===== config.mk =====
export PLATFORM = sky130hd
export DESIGN_NAME = i2c_bus_filter
export DESIGN_NICKNAME = d
export VERILOG_FILES = /design/src/rtl/i2c_bus_filter.sv
export SDC_FILE = /design/constraint.sdc
export NUM_CORES = 1
export LEC_CHECK = 0
export CAP_MARGIN = 20
export CORE_AREA = 2 2 39 41
export CTS_CLUSTER_DIAMETER = 40
export DETAILED_ROUTE_END_ITERATION = 7
export DIE_AREA = 0 0 41 43
export PLACE_DENSITY = 0.75
export SLEW_MARGIN = 20
export SYNTH_ARGS = -nofsm -noshare
export SYNTH_HDL_FRONTEND = slang
export SYNTH_SLANG_ARGS = --single-unit

===== constraint.sdc =====
create_clock -name clk_i -period 3 [get_ports clk_i]
set_clock_uncertainty 0.2 [all_clocks]
set_input_delay 0.75 -clock clk_i [delete_from_list [all_inputs] [get_ports clk_i]]
set_output_delay 0.75 -clock clk_i [all_outputs]
set_load 0.05 [all_outputs]

===== src/rtl/i2c_bus_filter.sv =====
// rtl/i2c_bus_filter.sv - I2C SCL/SDA synchroniser, glitch filter and bus event detector (optional timeout: I2C_FILTER_TIMEOUT_EN)
module i2c_bus_filter #(
  parameter int FILTER_LEN     = 4,
  parameter int TIMEOUT_CYCLES = 65535
) (
  input  logic clk_i,
  input  logic reset_i,
  input  logic scl_i,
  input  logic sda_i,
  output logic scl_o,
  output logic sda_o,
  output logic scl_rise_o,
  output logic scl_fall_o,
  output logic start_o,
  output logic stop_o,
  output logic busy_o,
  output logic timeout_o
);

  localparam int CW = $clog2(FILTER_LEN) + 1;

  // Out-of-range parameters leave this marker block in the elaborated hierarchy
  if (FILTER_LEN < 2 || FILTER_LEN > 15 || TIMEOUT_CYCLES < 2) begin : g_param_out_of_range
  end

  logic          scl_s1, scl_s2, sda_s1, sda_s2;
  logic          scl_f, sda_f;
  logic          scl_f_nxt, sda_f_nxt;
  logic [CW-1:0] scl_cnt, sda_cnt, scl_cnt_nxt, sda_cnt_nxt;
  logic          busy_clr;

  assign scl_o = scl_f;
  assign sda_o = sda_f;

  // Two-flop synchronisers; reset to the idle (released) bus level
  always_ff @(posedge clk_i or negedge reset_i) begin
    if (!reset_i) begin
      scl_s1 <= 1'b1;
      scl_s2 <= 1'b1;
      sda_s1 <= 1'b1;
      sda_s2 <= 1'b1;
    end else begin
      scl_s1 <= scl_i;
      scl_s2 <= scl_s1;
      sda_s1 <= sda_i;
      sda_s2 <= sda_s1;
    end
  end

  // Stability counters: a new level is accepted after FILTER_LEN consecutive differing samples
  always_comb begin
    scl_f_nxt   = scl_f;
    sda_f_nxt   = sda_f;
    scl_cnt_nxt = '0;
    sda_cnt_nxt = '0;
    if (scl_s2 != scl_f) begin
      if (scl_cnt == CW'(FILTER_LEN - 1)) scl_f_nxt = scl_s2;
      else                                scl_cnt_nxt = scl_cnt + CW'(1);
    end
    if (sda_s2 != sda_f) begin
      if (sda_cnt == CW'(FILTER_LEN - 1)) sda_f_nxt = sda_s2;
      else                                sda_cnt_nxt = sda_cnt + CW'(1);
    end
  end

  // Filtered levels and edge/event strobes, aligned with the first cycle of the new level
  always_ff @(posedge clk_i or negedge reset_i) begin
    if (!reset_i) begin
      scl_f      <= 1'b1;
      sda_f      <= 1'b1;
      scl_cnt    <= '0;
      sda_cnt    <= '0;
      scl_rise_o <= 1'b0;
      scl_fall_o <= 1'b0;
      start_o    <= 1'b0;
      stop_o     <= 1'b0;
    end else begin
      scl_f      <= scl_f_nxt;
      sda_f      <= sda_f_nxt;
      scl_cnt    <= scl_cnt_nxt;
      sda_cnt    <= sda_cnt_nxt;
      scl_rise_o <= ~scl_f & scl_f_nxt;
      scl_fall_o <= scl_f & ~scl_f_nxt;
      // SCL must be high before and after; an SCL change in the same cycle masks the SDA event
      start_o    <= scl_f & scl_f_nxt & sda_f & ~sda_f_nxt;
      stop_o     <= scl_f & scl_f_nxt & ~sda_f & sda_f_nxt;
    end
  end

`ifdef I2C_FILTER_TIMEOUT_EN
  localparam int TW = $clog2(TIMEOUT_CYCLES);

  logic [TW-1:0] to_cnt;
  logic          timeout_q;

  // Counts SCL-low cycles while the bus is owned; fires once and frees the bus
  always_ff @(posedge clk_i or negedge reset_i) begin
    if (!reset_i) begin
      to_cnt    <= '0;
      timeout_q <= 1'b0;
    end else begin
      timeout_q <= 1'b0;
      if (scl_f || !busy_o) begin
        to_cnt <= '0;
      end else if (to_cnt == TW'(TIMEOUT_CYCLES - 1)) begin
        to_cnt    <= '0;
        timeout_q <= 1'b1;
      end else begin
        to_cnt <= to_cnt + TW'(1);
      end
    end
  end

  assign timeout_o = timeout_q;
  assign busy_clr  = stop_o | timeout_q;
`else
  assign timeout_o = 1'b0;
  assign busy_clr  = stop_o;
`endif

  // Bus ownership: set after START (repeated START keeps it), cleared after STOP or timeout
  always_ff @(posedge clk_i or negedge reset_i) begin
    if (!reset_i) begin
      busy_o <= 1'b0;
    end else if (start_o) begin
      busy_o <= 1'b1;
    end else if (busy_clr) begin
      busy_o <= 1'b0;
    end
  end

endmodule


==> impl_metrics.yaml <==
timing:
  hold_ws_ns: 0.163
  rsz0062_at_grt: "no"
  worst_pin_slew_ns: 0.696
  finalHoldViolCount: 0
  layout_min_cycle_time_ns: 2.62
  setup_viol: 0
  slew_viol_final: 0
  fin_tns_setup_ns: 0
  max_slew_margin_pct: 53.5
  fin_crit_sh_pct: 87.5
  fmax_mhz: 381
setup_path:
  ff2ff_path_depth: 3
  critPathTopFamily: "buffers and inverters"
  cp_cell_sequence: "clkdlybuf4s50_1"
  path_class: "register to output pin"
  cp.required_ns: 2.05
  cp.arrival_ns: 1.67
  worst-path-buf-inv: 1
  startpoint_type: "register"
  cp_max_fo: 6
  cp-end-kind: "output pin"
  rr_startpoint: "scl_cnt[0]"
  worstReg2RegEnd: "scl_o"
  crit_path_max_incr_delay_ns: 0.81
  r2r_setup_slack_ns: 1.62
  crit_slowest_cell: "clkdlybuf4s50_1"
synthesis:
  synthesis.nets: 47
  synth-seq-cells: 17
  netlist_instances: 41
  synth_warnings: 0
  netlist_area_um2: 641
  ys_seq_area_share_pct: 67.6
  syn_area_per_cell_um2: 15.6
  synth_cell_types: 18
status:
  outcome: "finished clean"
global_routing:
  grt_max_degree: 18
  track_usage_pct: 12.5
  grt_pass1_wl_um: 1360
  overflow: 0
  first_global_vias: 329
  grt_antenna_before_repair: 0
pwr:
  power-per-cell-area_nw_per_um2: 856
  p_sw_mw: 0.233
  switching_share_pct: 34.9
  ir_worst_vdd_v: 0.000442
  p_int_mw: 0.434
  p_clk_share_pct: 17.9
  combinationalPowerShare_pct: 34.2
  p_leak_nw: 0.344
  seqPwrFrac_pct: 47.9
cells_and_area:
  final_cell_mix: "11 x dfrtp_1, 10 x clkdlybuf4s50_1, 6 x dfstp_2"
  final_common_cell: "dfrtp_1"
  utilization_pct: 56.3
  drive_above_1_share_pct: 24.1
  antennaDiodeCount: 0
  final_nets: 61
  syn_to_final_growth_pct: 21.7
route:
  post_drt_wl_per_cell_um: 11.6
  vias: 364
  drtPass1Iterations: 2
  first_iter_violations: 1
  drc: 0
  ant_nets: 0
  routed_wl_um: 810
  avgViaCountPerCell: 5.20
clocking:
  root_buffer: "clkbuf_4"
  cts_buffer_depth: 2
  cts_tree: "built"
  post_cts_buffers: 0
  cts_hold_buf: 0
  clk_pin_slew_ns: 0.09
  post_cts_resized: 0
  clk_latency_ns: 0.29
  numClockSinks: 17
  htree_num_levels: 1
  cts_made_buffers: 3
min_path:
  min_from: "sda_s1"
  worstHoldPathType: "register to register"
  whs_path_depth: 0
  whs_endpoint: "sda_s2"
die:
  num_rows: 14
  start_util_pct: 46.3
  coreArea_um2: 1380
  die_h_um: 43
  die_w_um: 41
  dieArea_um2: 1760
  boundaryPins: 12
run:
  max-cap-violations: 0
placed_design:
  gp_congestion: 0.693
  dp_hpwl_um: 593
  portBuffers: 10
-- layout make-up --
cell class	count	area [µm²]
Fill cell	119	604
Sequential cell	17	433
Multi-Input combinational cell	22	196
Timing Repair Buffer	10	100
Clock buffer	4	26.3
Tap cell	16	20.0
Inverter	1	3.75
-- Yosys cell counts --
cell type,count,area share (%)
nand3b_1,1,1.2
dfstp_2,6,25
buf_4,1,1.2
ha_1,2,3.9
nor2b_4,1,2.1
nor3b_2,2,3.9
a21o_1,1,1.2
and3b_1,1,1.4
nor3_1,2,1.6
and2_1,1,0.98
inv_1,1,0.59
mux2_1,2,3.5
dfrtp_1,11,43
xnor2_1,2,2.7
nor4b_1,2,2.7
nor2b_2,1,1.4
nor3b_1,3,3.5
conb_1,1,0.59
-- power groups by stage --
stage | Combinational [mW] | Sequential [mW] | Clock [mW]
after floorplan | 0.0881 | 0.398 | 0
after global placement | 0.226 | 0.321 | 0
after detailed placement | 0.232 | 0.325 | 0
after CTS | 0.231 | 0.321 | 0.125
after global routing | 0.246 | 0.327 | 0.135
final | 0.228 | 0.320 | 0.119
-- cell families after synthesis --
| group | synth area share (%) |
|---|---|
| AO/OA/AOI/OAI | 1.17 |
| buffers and inverters | 1.76 |
| flip-flops | 67.6 |
| other | 0.585 |
| XOR/XNOR | 2.73 |
| AND/OR/NAND/NOR | 18.8 |
| multiplexers | 3.52 |
| adder cells (fa/ha/maj) | 3.91 |
-- metrics by stage --
stage | power, mW | cell area (µm²) | instances | worst slack (ns)
floorplan | 0.486 | 641 | 41 | 1.36
global placement | 0.547 | 753 | 66 | 0.699
detailed placement | 0.557 | 753 | 66 | 0.690
CTS | 0.677 | 779 | 70 | 0.359
global route | 0.708 | 779 | 70 | 0.326
finish | 0.667 | 779 | 70 | 0.376
-- registers in the layout, summed over array words and instances, names as in the netlist --
name        cells
sda_o           1
scl_o           1
sda_cnt         3
sda_s1          1
scl_cnt         3
scl_rise_o      1
busy_o          1
stop_o          1
scl_s1          1
sda_s2          1
start_o         1
scl_fall_o      1
scl_s2          1
-- worst max-delay path by stage --
stage,depth (start not counted),slack [ns],from,to
after floorplan,0,1.36,scl_o,scl_o
after global placement,1,0.70,scl_o,scl_o
after detailed placement,1,0.69,scl_o,scl_o
after CTS,1,0.36,scl_o,scl_o
after global routing,1,0.33,scl_o,scl_o
final,1,0.38,scl_o,scl_o
-- worst reg2reg max path, cell delays in order (launching register included) --
cell	delay (ns)
dfrtp_1	0.40
ha_1	0.22
nor2b_2	0.18
mux2_1	0.32
-- per-layer routing --
layer  global-route usage (%)  up-vias  share of wire, %
met5                        0        -                 0
met3                     4.71        5               6.5
met2                     17.2       13                46
met4                     12.0        0               4.6
met1                     13.6      181                42
li1                         -      165                 -
No activity file was read; power rests on OpenSTA's default activity.
